[src/rtl/wb_unit.sv]
// Write-back unit: retires ALU results directly into the register file and
// parks load instructions until their response word arrives. The response is
// then extracted and extended according to funct3 and the byte offset. Loads
// that never get a response are abandoned after LOAD_TIMEOUT cycles.
// Misaligned accesses, timeouts and unsolicited responses raise sticky error
// flags, which stay set until reset.
module wb_unit #(
    parameter int XLEN                = 32,
    parameter int REG_FILE_ADDR_WIDTH = 5,
    parameter int LOAD_TIMEOUT        = 255
) (
    input  logic                           clk,
    input  logic                           rst,
    input  logic                           ex_valid,
    output logic                           ex_ready,
    input  logic [REG_FILE_ADDR_WIDTH-1:0] ex_rd,
    input  logic                           ex_is_load,
    input  logic [2:0]                     ex_funct3,
    input  logic [XLEN-1:0]                ex_result,
    input  logic                           mem_rvalid,
    input  logic [XLEN-1:0]                mem_rdata,
    output logic                           rf_we,
    output logic [REG_FILE_ADDR_WIDTH-1:0] rf_rd,
    output logic [XLEN-1:0]                rf_wd,
    output logic                           load_pending,
    output logic [REG_FILE_ADDR_WIDTH-1:0] pending_rd,
    output logic                           err_misaligned,
    output logic                           err_timeout,
    output logic                           err_spurious,
    output logic [31:0]                    retire_count
);

    localparam int CNT_W = (LOAD_TIMEOUT < 1) ? 1 : $clog2(LOAD_TIMEOUT + 1);

    typedef enum logic {
        S_IDLE = 1'b0,
        S_WAIT = 1'b1
    } state_t;

    localparam logic [2:0] F3_LB  = 3'b000;
    localparam logic [2:0] F3_LH  = 3'b001;
    localparam logic [2:0] F3_LW  = 3'b010;
    localparam logic [2:0] F3_LBU = 3'b100;
    localparam logic [2:0] F3_LHU = 3'b101;

    state_t                         state_q;
    logic [REG_FILE_ADDR_WIDTH-1:0] rd_cap_q;
    logic [2:0]                     f3_q;
    logic [1:0]                     off_q;
    logic [CNT_W-1:0]               cnt_q;
    logic [CNT_W-1:0]               cnt_d;
    logic                           rf_we_q;
    logic [REG_FILE_ADDR_WIDTH-1:0] rf_rd_q;
    logic [XLEN-1:0]                rf_wd_q;
    logic                           err_mis_q;
    logic                           err_to_q;
    logic                           err_sp_q;
    logic [31:0]                    retire_q;
    logic                           ld_bad;
    logic [XLEN-1:0]                ld_data;

    // True when the captured funct3/offset pair cannot be serviced.
    function automatic logic load_misaligned(input logic [2:0] f3, input logic [1:0] off);
        logic bad;
        case (f3)
            F3_LB, F3_LBU: bad = 1'b0;
            F3_LH, F3_LHU: bad = off[0];
            F3_LW:         bad = (off != 2'b00);
            default:       bad = 1'b1;
        endcase
        return bad;
    endfunction

    // Select the addressed byte/half of the response word and extend it.
    function automatic logic [XLEN-1:0] load_extract(input logic [2:0]      f3,
                                                     input logic [1:0]      off,
                                                     input logic [XLEN-1:0] word);
        logic signed [7:0]  byte_s;
        logic signed [15:0] half_s;
        logic [XLEN-1:0]    res;
        byte_s = signed'(word[8*off +: 8]);
        half_s = signed'(word[16*off[1] +: 16]);
        case (f3)
            F3_LB:   res = {{(XLEN-8){byte_s[7]}}, byte_s};
            F3_LBU:  res = {{(XLEN-8){1'b0}}, byte_s};
            F3_LH:   res = {{(XLEN-16){half_s[15]}}, half_s};
            F3_LHU:  res = {{(XLEN-16){1'b0}}, half_s};
            F3_LW:   res = word;
            default: res = '0;
        endcase
        return res;
    endfunction

    // Ready only while idle and out of reset; the handshake completes on ex_valid.
    assign ex_ready     = (state_q == S_IDLE) && rst;
    assign load_pending = (state_q == S_WAIT);
    assign pending_rd   = (state_q == S_WAIT) ? rd_cap_q : '0;

    assign cnt_d   = cnt_q + 1'b1;
    assign ld_bad  = load_misaligned(f3_q, off_q);
    assign ld_data = load_extract(f3_q, off_q, mem_rdata);

    assign rf_we          = rf_we_q;
    assign rf_rd          = rf_rd_q;
    assign rf_wd          = rf_wd_q;
    assign err_misaligned = err_mis_q;
    assign err_timeout    = err_to_q;
    assign err_spurious   = err_sp_q;
    assign retire_count   = retire_q;

    // Retirement FSM: accepts instructions, waits for loads and drives the write port.
    always_ff @(posedge clk or negedge rst) begin
        if (!rst) begin
            state_q   <= S_IDLE;
            rd_cap_q  <= '0;
            f3_q      <= '0;
            off_q     <= '0;
            cnt_q     <= '0;
            rf_we_q   <= 1'b0;
            rf_rd_q   <= '0;
            rf_wd_q   <= '0;
            err_mis_q <= 1'b0;
            err_to_q  <= 1'b0;
            err_sp_q  <= 1'b0;
            retire_q  <= '0;
        end else begin
            rf_we_q <= 1'b0;
            case (state_q)
                S_IDLE: begin
                    if (mem_rvalid) begin
                        err_sp_q <= 1'b1;
                    end
                    if (ex_valid) begin
                        if (ex_is_load) begin
                            rd_cap_q <= ex_rd;
                            f3_q     <= ex_funct3;
                            off_q    <= ex_result[1:0];
                            cnt_q    <= '0;
                            state_q  <= S_WAIT;
                        end else begin
                            rf_we_q  <= (ex_rd != '0);
                            rf_rd_q  <= ex_rd;
                            rf_wd_q  <= ex_result;
                            retire_q <= retire_q + 32'd1;
                        end
                    end
                end
                S_WAIT: begin
                    if (mem_rvalid) begin
                        if (ld_bad) begin
                            err_mis_q <= 1'b1;
                        end else begin
                            rf_we_q <= (rd_cap_q != '0);
                            rf_rd_q <= rd_cap_q;
                            rf_wd_q <= ld_data;
                        end
                        retire_q <= retire_q + 32'd1;
                        state_q  <= S_IDLE;
                    end else if (cnt_d == CNT_W'(LOAD_TIMEOUT)) begin
                        err_to_q <= 1'b1;
                        retire_q <= retire_q + 32'd1;
                        cnt_q    <= '0;
                        state_q  <= S_IDLE;
                    end else begin
                        cnt_q <= cnt_d;
                    end
                end
                default: state_q <= S_IDLE;
            endcase
        end
    end

endmodule

[config.mk]
export PLATFORM = sky130hd
export DESIGN_NAME = wb_unit
export DESIGN_NICKNAME = d
export VERILOG_FILES = /design/src/rtl/wb_unit.sv
export SDC_FILE = /design/constraint.sdc
export NUM_CORES = 1
export LEC_CHECK = 0
export ABC_AREA = 0
export BUFFER_PORTS_ARGS = -buffer_cell sky130_fd_sc_hd__buf_2
export CAP_MARGIN = 10
export CORE_ASPECT_RATIO = 1.75
export CORE_MARGIN = 1.5
export CORE_UTILIZATION = 56
export DETAILED_ROUTE_END_ITERATION = 12
export PLACE_DENSITY = 0.95
export SYNTH_ARGS = -nofsm -noshare
export SYNTH_HDL_FRONTEND = slang
export SYNTH_SLANG_ARGS = --single-unit
[constraint.sdc]
create_clock -name clk -period 5.9 [get_ports clk]
set_clock_uncertainty 0.1 [all_clocks]
set_input_delay 0.295 -clock clk [delete_from_list [all_inputs] [get_ports clk]]
set_output_delay 0.295 -clock clk [all_outputs]
set_load 0.02 [all_outputs]
# After elaboration in Yosys (flattened, before gate mapping)

Cells that the tools add are included.

Bits in registers: 92
Bits of input ports: 77
Output and inout bits: 80
Word-level logic and storage cells: 77

Add/sub/neg operators: 2
Equality and inequality tests: 12
Shift-type cells: 2
Multiplexer cells: 33
Bitwise logic cells: 2
Reductions and logical operators: 14

Operators with widths:

| kind                                                  | count |
|---|---|
| two-way mux 32 bit                                    | 8 |
| one-hot mux 32 bit (5 select lines)                   | 1 |
| one-hot mux 32 bit (2 select lines)                   | 2 |
| adder 32 x 1 -> 32 bit, second input constant         | 1 |
| two-way mux 8 bit                                     | 4 |
| variable part select 32 x 6 -> 16 bit                 | 1 |
| variable part select 32 x 6 -> 8 bit                  | 1 |
| two-way mux 5 bit                                     | 5 |
| one-hot mux 8 bit (2 select lines)                    | 1 |
| AND reduction 3 bit                                   | 5 |
| inequality test 2 bit, second input constant          | 6 |
| one-hot mux 5 bit (2 select lines)                    | 1 |
| nonzero test 5 bit                                    | 2 |
| adder 8 x 1 -> 8 bit, second input constant           | 1 |
| equality test 8 bit, second input constant            | 1 |
| two-way mux 1 bit                                     | 8 |
| equality test 3 bit, second input constant            | 2 |
| one-hot mux 1 bit (2 select lines)                    | 2 |
| AND reduction 4 bit                                   | 1 |
| OR reduction 2 bit                                    | 2 |
| equality test 3 x 1 -> 1 bit, second input constant   | 1 |
| equality test 3 x 2 -> 1 bit, second input constant   | 1 |
| logical NOT 3 bit                                     | 1 |
| inequality test 3 x 2 -> 1 bit, second input constant | 1 |
| 5 further kinds                                       | 6 |

# Depth between registers and ports, before layout

Gate-level depths: netlist (run 1).

Depth in word-level cells: 6
Depth in mapped cells: 9
Depth with buffers taken out: 8

# Worst setup path before layout (run 1)

Ideal clock, no wire load.

Path kind: register to register
From: register cnt_q[0]
To: register retire_q[30], in the netlist retire_count[30]
Library setup time: 80 ps
Arrival time: 2076 ps
Required time: 5720 ps
Setup slack: 3644 ps
Stages on the path, launching flop included: 8
Path buffers: 1
Period minus slack after synthesis: 2256 ps
Path through: dfrtp_1 -> ha_1 -> or4b_4 -> nand4_4 -> a21oi_4 -> buf_6 -> nor4_4 -> xor2_1

Word-level cells in the longest chain between the ends: 4

RTL lines:

| element                                  | line | source |
|---|---|---|
| start, declared                          | 50   | `logic [CNT_W-1:0] cnt_q;` |
| start signal, assigned                   | 165  | `cnt_q <= cnt_d;` |
| adder 8 x 1 -> 8 bit                     | 99   | `assign cnt_d = cnt_q + 1'b1;` |
| equality test 8 bit                      | 159  | `end else if (cnt_d == CNT_W'(LOAD_TIMEOUT)) begin` |
| inequality test 3 x 2 -> 1 bit (no line) | n/a  |  |
| AND reduction 3 bit (no line)            | n/a  |  |
| end signal, assigned                     | 144  | `retire_q <= retire_q + 32'd1;` |
| end signal, assigned                     | 157  | `retire_q <= retire_q + 32'd1;` |
| end signal, assigned                     | 161  | `retire_q <= retire_q + 32'd1;` |
| end, declared                            | 58   | `logic [31:0] retire_q;` |

No other way between the ends.
A chain may end at the register's enable or synchronous reset.

# Worst setup path in the final report (run 1)

From: register cnt_q[0]
To: register cnt_q[6]

Word-level cells in the longest chain between the ends: 5

RTL lines:

| element                                | line | source |
|---|---|---|
| adder 8 x 1 -> 8 bit (*)               | 99   |  |
| equality test 8 bit                    | 159  |  |
| two-way mux 8 bit (*)                  | 159  |  |
| two-way mux 8 bit (*)                  | 149  | `if (mem_rvalid) begin` |
| one-hot mux 8 bit (2 select lines) (*) | 128  | `case (state_q)` |

Mark *: on every way between the ends. The rest lies on a longest branch, timed or not. The select of a mux whose other input is x is not followed.

==> out/qor.yml, run 1 <==
drv_slew: 0
die_w_microns: 74.45
pin_count_of_the_biggest_net_entering_global_routing: 75
cts_tree: "built"
routabilityCongestion: 1.083
critical_path.n_buffers_inverters: 0
mostFrequentLayoutCell: "sky130_fd_sc_hd__buf_2"
cts_resized: 0
flow.area_growth_from_synthesis_pct: 21.76
status: "finished clean"
largest_fanout_on_the_critical_path: 28
finish.net_count: 728
pin_count: 157
cp_slowest_stage_delay_ps: 740
synth_sequential_area_ratio_pct: 46.02
switching_power_mw: 0.7772
ys_ff_latch: 92
htree_levels: 3
r2r_cells: 7
final_cell_mix: "sky130_fd_sc_hd__buf_2 (155), sky130_fd_sc_hd__dfrtp_1 (92), sky130_fd_sc_hd__a21oi_1 (76)"
timing.final.crit_period_ps: 2693
routed-via-count: 4579
finalWirelength_microns: 13710
yosysTopAreaCell: "sky130_fd_sc_hd__dfrtp_1"
fmax_mhz: 371.3
worst_hold_path.num_cells: 2
power.share.clock_pct: 24.2
syn_area_per_cell_sq_um: 9.828
rsz0062_at_grt: "false"
met3_usage_pct: 7.783
leakage_nw: 2.863
seq_power_share_pct: 42.1
power.switching_fraction_pct: 37.12
clkSlewWorstSetupHoldPaths_ps: 60
synth_top_cells_by_area: "sky130_fd_sc_hd__dfrtp_1 (46%), sky130_fd_sc_hd__a21oi_1 (7.6%), sky130_fd_sc_hd__xor2_1 (4.7%), sky130_fd_sc_hd__mux2_2 (4.1%), sky130_fd_sc_hd__o221ai_1 (3.0%)"
grt_first_pass_wirelength_microns: 21230
cts-root-to-sink-buffers: 2
grt_util_all_layers_pct: 29.39
post-synth-top-area-fraction_pct: 46.02
final_core_util_pct: 70.25
totalNegativeSetupSlack_ps: 0
multiInputGateArea_sq_um: 2456
maxCapViolations: 0
final_hold_vios: 0
min-delay-start: "ex_funct3[1]"
tritoncts_num_sinks: 92
start_kind: "flop"
ys_types: 57
synth-async-reset-ratio_pct: 100.0
clock_latency_at_the_later_pin_of_the_worst_skew_pair_ps: 340
grt_antenna_before_repair: 0
ant_nets: 0
die_height_microns: 128.0
grtUsageMet2_pct: 51.47
syn_nets: 589
synth_cells: 509
buffers_added_on_ports: 156
vdd.ir_drop.worst_mv: 0.2736
viasPerCell: 5.954
finalCritPeriodShare_pct: 45.65
numCtsBuffers: 9
wl_per_cell_microns: 17.83
synth_enable_flop_cells: 0
reg2reg_setup_slack_ps: 3210
most_frequently_used_flop_master_after_synthesis: "sky130_fd_sc_hd__dfrtp_1"
design.core.area_sq_um: 8671
drc_errors: 0
drt_iter0_drc: 336
cts_root_buf: "sky130_fd_sc_hd__clkbuf_16"
dp.final_hpwl_microns: 9988
die_area_sq_um: 9531
dr.pass1.iters: 5
power_report.internal_total_mw: 1.317
via_count_of_the_first_global_routing_pass: 4350
slew_headroom_pct: 20.40
p_comb_share_pct: 33.7
setup_viol: 0
initial_core_util_pct: 57.69
worstMarginPinSlew_ps: 1194
rr_endpoint: "cnt_q[6]"
power.density_nw_per_um2: 343.8
netlist_area_sq_um: 5002
num_antenna_cells: 0
grt.met1_usage_pct: 32.62
cp.required_ps: 6050
ff_latch_area_sq_um: 2302
crit_chain: "ha_1 > and3_1 > nand3b_1 > nand4_4 > a21oi_4 > o21ai_0 > a31oi_1"
worst_path_dominant_cell_family: "compound AO/OA/AOI/OAI gates"
hp-class: "in2reg"
worst-setup-path-type: "reg2reg"
final_global_route_overflow_total: 0
timing.rr.start: "cnt_q[0]"
ys.warnings.count: 0
power_mw: 2.094
worstHoldEndpoint: "f3_q[1]"
cpMaxStageDelayCell: "sky130_fd_sc_hd__a21oi_4"
timing.critical_path.to_type: "flop"
grt.busiest_layer: "met2"
fraction_of_final_layout_cells_with_drive_strength_greater_than_1_pct: 32.36
fillerInstances: 672
std_cell_rows: 45
timing.critical_path.arrival_ps: 2850
-- cells in the mapped netlist, types with 8 or more instances --
cell / number
sky130_fd_sc_hd__nand3_1: 16
sky130_fd_sc_hd__o221ai_1: 17
sky130_fd_sc_hd__xor2_1: 27
sky130_fd_sc_hd__nand4_1: 8
sky130_fd_sc_hd__dfrtp_1: 92
sky130_fd_sc_hd__a22oi_1: 14
sky130_fd_sc_hd__nand2_1: 28
sky130_fd_sc_hd__a21oi_1: 76
sky130_fd_sc_hd__nor2_1: 35
sky130_fd_sc_hd__clkbuf_1: 17
sky130_fd_sc_hd__buf_2: 9
sky130_fd_sc_hd__inv_1: 26
sky130_fd_sc_hd__nor3_1: 15
sky130_fd_sc_hd__o21ai_0: 8
sky130_fd_sc_hd__o21a_1: 17
sky130_fd_sc_hd__mux2_2: 18
-- flip-flops by register name, indices dropped and copies added (netlist names) --
register        count
cnt_q               8
err_misaligned      1
err_spurious        1
err_timeout         1
f3_q                3
load_pending        1
off_q               2
rd_cap_q            5
retire_count       32
rf_rd               5
rf_wd              32
rf_we               1
-- repair_timing --
item,4_1_cts,5_1_grt
setup buffers,0,0
endpoints found under the hold margin,44,0
hold buffers,1,0
-- how the worst max path moves through the flow --
stage                 start                to  slack, ps  depth (start not counted)
6_report           cnt_q[0]          cnt_q[6]       3210                          7
3_5_place_dp   load_pending         rf_wd[19]       3090                          5
4_1_cts        load_pending         rf_wd[19]       3080                          5
3_3_place_gp   load_pending         rf_wd[16]       3230                          5
2_1_floorplan      cnt_q[0]  retire_count[30]       3640                          7
5_1_grt            cnt_q[0]          cnt_q[6]       3000                          7
-- power by group through the flow --
stage / combinational (mW) / clock, mW / sequential, mW
floorplan: 0.346 / 0 / 0.998
global placement: 0.674 / 0 / 0.881
detailed placement: 0.696 / 0 / 0.890
CTS: 0.699 / 0.517 / 0.879
global route: 0.768 / 0.540 / 0.901
finish: 0.706 / 0.506 / 0.882
-- routing by layer --
layer  part of all wire, %  vias up  routed length (microns)
met5                     0        -                        0
li1                      -     2111                        -
met1                    37     2204                     5071
met4                   3.0        0                      410
met3                   7.9       38                     1079
met2                    52      226                     7153
-- stage by stage --
step	hold slack [ps]	instance area (sq um)	cells	setup WS, ps
2_1_floorplan	-100.6	5002	509	3644
3_3_place_gp	229.7	5808	752	3234
3_5_place_dp	237.0	5808	752	3090
4_1_cts	78.70	6071	768	3077
5_1_grt	97.04	6091	769	3005
6_report	87.42	6091	769	3207
-- layout make-up --
class / count / area share [%]
well taps: 117 / 2.403
repair buffers: 161 / 13.72
clock inverters: 2 / 0.2054
flip-flops and latches: 92 / 37.80
multi-input cells: 358 / 40.32
clock buffers: 13 / 3.944
inverters: 26 / 1.602
-- logic make-up (layout without fill, tap and decap cells) --
| family | Yosys count | in the layout | share of synthesized area (%) |
|---|---|---|---|
| DFF | 92 | 92 | 46.02 |
| muxes | 21 | 21 | 4.902 |
| xor gates and xnor gates | 32 | 32 | 5.603 |
| AOI/OAI and AO/OA | 152 | 152 | 20.06 |
| and+or+nand+nor | 150 | 150 | 17.56 |
| adders and majority gates | 3 | 3 | 0.7505 |
| buffers and inverters | 59 | 202 | 5.102 |
-- worst register-to-register path: stages, from the launching register on --
cell                       delay [ps]
sky130_fd_sc_hd__dfrtp_1          450
sky130_fd_sc_hd__ha_1             320
sky130_fd_sc_hd__and3_1           230
sky130_fd_sc_hd__nand3b_1         150
sky130_fd_sc_hd__nand4_4          160
sky130_fd_sc_hd__a21oi_4          740
sky130_fd_sc_hd__o21ai_0          240
sky130_fd_sc_hd__a31oi_1          220
Note: power is estimated with default switching activity, not from simulation.
==> inputs of run 2 (changes only) <==
Settings changed: CORE_UTILIZATION 56 to 52, PLACE_DENSITY 0.95 to 0.9.
Clock period 5.9 ns to 2.6 ns, I/O delays scaled along.
==> run 2 against run 1 <==
  * Routed wire length rose by 6.7%
  * Clock power rose to 2.6 times the previous value
  * Via count rose by 3.6%
  * Hold slack got worse by 73 ps
  * Sequential share of layout area fell by 2.0 points
  * Sequential power rose by 130%
  * Final cell count rose by 4.2%
  * Flip-flop and latch count did not move
  * Final area rose by 5.5%
  * Die area rose by 7.4%
  * Critical path type unchanged
  * Largest cell class unchanged
==> out/qor.yml, run 2 (synthesis gave the netlist of run 1 again) <==
status: "finished clean"
design.core.area_sq_um: 9409  # +8.5%
final_global_route_overflow_total: 0  # unchanged
maxCapViolations: 0  # unchanged
multiInputGateArea_sq_um: 2456  # unchanged
worst_path_dominant_cell_family: "simple AND/OR/NAND/NOR gates"
cp_slowest_stage_delay_ps: 580  # -160 ps
routabilityCongestion: 0.9365  # -14%
routed-via-count: 4743  # +3.6%
dr.pass1.iters: 5  # unchanged
mostFrequentLayoutCell: "sky130_fd_sc_hd__buf_2"
finish.net_count: 755  # +3.7%
hp-class: "in2reg"
grt_first_pass_wirelength_microns: 23140  # +9.0%
wl_per_cell_microns: 18.27  # +2.5%
totalNegativeSetupSlack_ps: 0  # unchanged
clock_latency_at_the_later_pin_of_the_worst_skew_pair_ps: 340  # about the same
cts_hold_buf: 21  # +20
largest_fanout_on_the_critical_path: 17  # -39%
num_antenna_cells: 0  # unchanged
std_cell_rows: 47  # +4.4%
switching_power_mw: 1.838  # +140%
postCtsSetupBuffers: 0  # unchanged
tritoncts_num_sinks: 92  # unchanged
fmax_mhz: 399.9  # +7.7%
die_area_sq_um: 10240  # +7.4%
drt_iter0_drc: 375  # +12%
vdd.ir_drop.worst_mv: 0.6489  # +140%
die_w_microns: 77.14  # +3.6%
p_comb_share_pct: 33.6  # about the same
cts-root-to-sink-buffers: 2  # unchanged
grt_antenna_before_repair: 0  # unchanged
fraction_of_final_layout_cells_with_drive_strength_greater_than_1_pct: 32.70  # +0.33 points
pin_count_of_the_biggest_net_entering_global_routing: 84  # +12%
cp.required_ps: 2750  # -3300 ps
grt_util_all_layers_pct: 28.65  # -0.74 points
finalWirelength_microns: 14640  # +6.7%
cpMaxStageDelayCell: "sky130_fd_sc_hd__or4b_4"
cts_resized: 0  # unchanged
timing.critical_path.arrival_ps: 2650  # -200 ps
timing.rr.start: "cnt_q[0]"
initial_core_util_pct: 53.16  # -4.5 points
fillerInstances: 698  # +3.9%
final_cell_mix: "sky130_fd_sc_hd__buf_2 (155), sky130_fd_sc_hd__dfrtp_1 (92), sky130_fd_sc_hd__a21oi_1 (76)"
power.share.clock_pct: 26.4  # +2.2 points
timing.critical_path.to_type: "flop"
clkSlewWorstSetupHoldPaths_ps: 70  # about the same
cp-startpoint: "cnt_q[0]"
buffers_added_on_ports: 156  # unchanged
via_count_of_the_first_global_routing_pass: 4735  # +8.9%
postLayoutSetupSlackWorst_ps: 99.56  # -3107 ps
crit_chain: "ha_1 > or4b_4 > nand4_4 > a31oi_4 > nor3_1 > xor2_1"
pin_count: 157  # unchanged
ant_nets: 0  # unchanged
placement.cell_area_sq_um: 5912  # +1.8%
drv_slew: 0  # unchanged
start_kind: "flop"
flow.area_growth_from_synthesis_pct: 28.41
cts_tree: "built"
critical_path.n_buffers_inverters: 0  # unchanged
min-delay-start: "ex_result[15]"
rsz0062_at_grt: "false"
drc_errors: 0  # unchanged
layout.cell_area.non_filler_sq_um: 6424  # +5.5%
finalCritPeriodShare_pct: 96.17  # +51 points
dpl_worst_slack_ps: 131.3  # -2959 ps
cts_root_buf: "sky130_fd_sc_hd__clkbuf_16"
worst-setup-path-type: "reg2reg"
timing.final.crit_period_ps: 2500  # -192.6 ps
viasPerCell: 5.921  # -0.56%
power.switching_fraction_pct: 36.80  # -0.32 points
leakage_nw: 3.010  # +5.2%
slew_headroom_pct: 19.57  # -0.84 points
ff_latch_area_sq_um: 2302  # unchanged
final_hold_vios: 0  # unchanged
power_report.internal_total_mw: 3.156  # +140%
setup_viol: 0  # unchanged
power.density_nw_per_um2: 777.5  # +130%
seq_power_share_pct: 40.0  # -2.1 points
worstMarginPinSlew_ps: 1206  # +12.57 ps
dp.final_hpwl_microns: 10570  # +5.8%
numCtsBuffers: 9  # unchanged
final_core_util_pct: 68.27  # -2.0 points
htree_levels: 3  # unchanged
die_height_microns: 132.7  # +3.7%
run 2: power by group through the flow:
stage / Combinational (mW) / Clock, mW / Sequential, mW
floorplan: 0.785 / 0 / 2.26
global placement: 1.59 / 0 / 1.99
detailed placement: 1.64 / 0 / 2.02
CTS: 1.67 / 1.34 / 1.99
global route: 1.80 / 1.39 / 2.04
finish: 1.68 / 1.32 / 2.00
run 2: per-stage QoR:
stage / cells / hold WS (ps) / total power, mW
CTS: 801 / 1.620 / 4.997
finish: 801 / 14.41 / 4.994
global route: 801 / 15.34 / 5.229
floorplan: 509 / -265.6 / 3.048
global placement: 765 / -111.0 / 3.580
detailed placement: 765 / -106.6 / 3.654
run 2: routing by layer:
| layer | global-route usage (%) | vias up | routed length, microns |
|---|---|---|---|
| li1 | - | 2167 | - |
| met1 | 30.71 | 2290 | 5270 |
| met2 | 53.90 | 248 | 7931 |
| met3 | 4.690 | 38 | 955 |
| met4 | 12.63 | 0 | 479 |
| met5 | 0 | - | 0 |
run 2: layout make-up:
| type | instances | share of cell area (%) |
|---|---|---|
| Sequential cell | 92 | 35.84 |
| Clock buffer | 10 | 3.720 |
| Multi-Input combinational cell | 358 | 38.24 |
| Timing Repair Buffer | 188 | 17.34 |
| Clock inverter | 5 | 0.9739 |
| Tap cell | 122 | 2.376 |
| Inverter | 26 | 1.519 |
run 2: worst register-to-register path: cells and delay by family (launching register included):
kind | cells | cell delay, ps
AOI/OAI and AO/OA | 1 | 230
DFF | 1 | 460
adders and majority gates | 1 | 330
xor gates and xnor gates | 1 | 210
and+or+nand+nor | 3 | 1090
run 2: final timing paths:
check,to,slack [ps],cells past startpoint
setup / recovery,retire_count[12],100,6
hold / removal,rf_wd[15],10,3
setup reg to reg,retire_count[12],100,6
hold reg to reg,err_spurious,360,1
max in group asynchronous,load_pending,1600,3
min in group asynchronous,rf_wd[20],90,2
==> inputs of run 3 (changes only) <==
Settings changed: CORE_MARGIN 1.5 to 3.
==> run 3 against run 2 <==
  * Combinational power hardly changed
  * Clock power hardly changed
  * Routed wire length is 1.9% lower
  * Sequential share of layout area hardly changed
  * Hold slack worse by 9.4 ps
  * Critical path type unchanged
  * First-iteration DRC count is 31% lower
  * Sequential power hardly changed
  * Global-route usage is 2.2 points lower
  * Final area hardly changed
  * Register-to-register slack hardly changed
  * Worst setup slack better by 14 ps
  * Highest routed layer unchanged
  * Total power is 0.52% lower
==> out/qor.yml, run 3 (synthesis gave the netlist of run 1 again) <==
finalWirelength_microns: 14370  # -1.9%
drc_errors: 0  # unchanged
worst-setup-path-type: "reg2reg"
power.density_nw_per_um2: 773.7  # -0.48%
fillerInstances: 676  # -3.2%
ff_latch_area_sq_um: 2303  # about the same
leakage_nw: 3.028  # +0.60%
viasPerCell: 5.786  # -2.3%
tritoncts_num_sinks: 92  # unchanged
design.core.area_sq_um: 9209  # -2.1%
die_area_sq_um: 10880  # +6.2%
status: "finished clean"
routabilityCongestion: 0.8981  # -4.1%
dpl_worst_slack_ps: 119.7  # -11.62 ps
totalNegativeSetupSlack_ps: 0  # unchanged
layout.cells.non_filler: 803  # +0.25%
min-delay-start: "ex_result[12]"
flow.area_growth_from_synthesis_pct: 28.36  # about the same
largest_fanout_on_the_critical_path: 18  # +1
rsz0062_at_grt: "false"
timing.critical_path.arrival_ps: 2640  # about the same
finish.net_count: 758  # +0.40%
r2r_cells: 7  # +1
htree_levels: 3  # unchanged
grt_antenna_before_repair: 0  # unchanged
ant_nets: 0  # unchanged
num_antenna_cells: 0  # unchanged
wl_per_cell_microns: 17.89  # -2.1%
dr.pass1.iters: 5  # unchanged
die_height_microns: 135.7  # +2.3%
maxCapViolations: 0  # unchanged
timing.final.crit_period_ps: 2487  # -13.86 ps
start_kind: "flop"
die_w_microns: 80.14  # +3.9%
pin_count: 157  # unchanged
std_cell_rows: 46  # -2.1%
drv_slew: 0  # unchanged
worstHoldEndpoint: "rf_wd[12]"
timing.rr.start: "cnt_q[0]"
routed-via-count: 4646  # -2.0%
postLayoutSetupSlackWorst_ps: 113.4  # +13.86 ps
fraction_of_final_layout_cells_with_drive_strength_greater_than_1_pct: 34.26  # +1.6 points
pin_count_of_the_biggest_net_entering_global_routing: 65  # -23%
cts_tree: "built"
grt_util_all_layers_pct: 26.41  # -2.2 points
setup_viol: 0  # unchanged
numCtsBuffers: 9  # unchanged
hp-class: "in2reg"
clkSlewWorstSetupHoldPaths_ps: 70  # about the same
final_global_route_overflow_total: 0  # unchanged
vdd.ir_drop.worst_mv: 0.7096  # +9.4%
final_hold_vios: 0  # unchanged
dpl.cell_count: 770  # +0.65%
final_core_util_pct: 69.73  # +1.5 points
slew_headroom_pct: 57.40  # +38 points
cts_root_buf: "sky130_fd_sc_hd__clkbuf_16"
clock_latency_at_the_later_pin_of_the_worst_skew_pair_ps: 330  # about the same
multiInputGateArea_sq_um: 2459  # +0.10%
dp.final_hpwl_microns: 10550  # -0.15%
mostFrequentLayoutCell: "sky130_fd_sc_hd__buf_2"
reg2reg_setup_slack_ps: 110  # about the same
cp.required_ps: 2750  # about the same
finalCritPeriodShare_pct: 95.64  # -0.53 points
fmax_mhz: 402.2  # +0.56%
timing.critical_path.to_type: "flop"
cts-root-to-sink-buffers: 2  # unchanged
buffers_added_on_ports: 156  # unchanged
via_count_of_the_first_global_routing_pass: 4614  # -2.6%
initial_core_util_pct: 54.32  # +1.2 points
worstMarginPinSlew_ps: 637.2  # -569.1 ps
drt_iter0_drc: 260  # -31%
rr_endpoint: "retire_count[21]"
grt_first_pass_wirelength_microns: 22520  # -2.7%
final_cell_mix: "sky130_fd_sc_hd__buf_2 (155), sky130_fd_sc_hd__dfrtp_1 (91), sky130_fd_sc_hd__a21oi_1 (76)"
worst_hold_path.num_cells: 3  # unchanged
-- run 3: worst max path at each step --
stage                        start               end  slack (ps)  cells past startpoint
after floorplan           cnt_q[0]  retire_count[30]         340                      7
after global placement    cnt_q[0]  retire_count[24]         270                      7
after detailed placement  cnt_q[0]  retire_count[13]         120                      6
after CTS                 cnt_q[0]  retire_count[13]          90                      6
after global routing      cnt_q[0]  retire_count[21]          30                      9
final                     cnt_q[0]  retire_count[21]         110                      7
-- run 3: per-stage QoR --
step	power, mW	hold slack [ps]	instance area [sq um]
detailed placement	3.660	-5.066	5962
global placement	3.590	-13.30	5962
finish	4.968	5.052	6421
CTS	4.971	1.062	6395
floorplan	3.048	-265.6	5002
global route	5.235	8.671	6421
-- run 3: final cells by class --
| class | instances | share of cell area [%] |
|---|---|---|
| Clock buffer | 10 | 3.566 |
| Sequential cell | 92 | 35.87 |
| Clock inverter | 6 | 0.9938 |
| Inverter | 26 | 1.520 |
| Timing Repair Buffer | 191 | 17.42 |
| Tap cell | 120 | 2.338 |
| Multi-Input combinational cell | 358 | 38.29 |
-- run 3: worst max-delay path, cell delays in order (launching register included) --
cell and delay, ps:
sky130_fd_sc_hd__dfrtp_2 460, sky130_fd_sc_hd__ha_1 300, sky130_fd_sc_hd__or4b_4 580, sky130_fd_sc_hd__nand4_4 150, sky130_fd_sc_hd__a21oi_4 120, sky130_fd_sc_hd__buf_12 180, sky130_fd_sc_hd__nor4_2 310, sky130_fd_sc_hd__xor2_1 190
-- run 3: power breakdown --
part | internal [mW] | switching (mW) | total (mW) | leakage [nW]
clock | 0.746 | 0.552 | 1.30 | 0.139
sequential | 1.73 | 0.265 | 2.00 | 1.12
combinational | 0.666 | 1.00 | 1.67 | 1.76
-- run 3: layer usage --
metal	global-route usage, %	vias to the layer above	part of all wire, %
met2	48.43	206	54
met4	12.12	0	3.5
met3	5.060	31	6.8
met5	0	-	0
met1	28.51	2242	36
li1	-	2167	-
-- run 3: what timing repair did --
item | CTS | global route
endpoints found under the setup margin | 0 | 3
resized for setup | 0 | 2
hold buffers | 14 | 0
buffers inserted | 0 | 3
endpoints found under the hold margin | 41 | 0
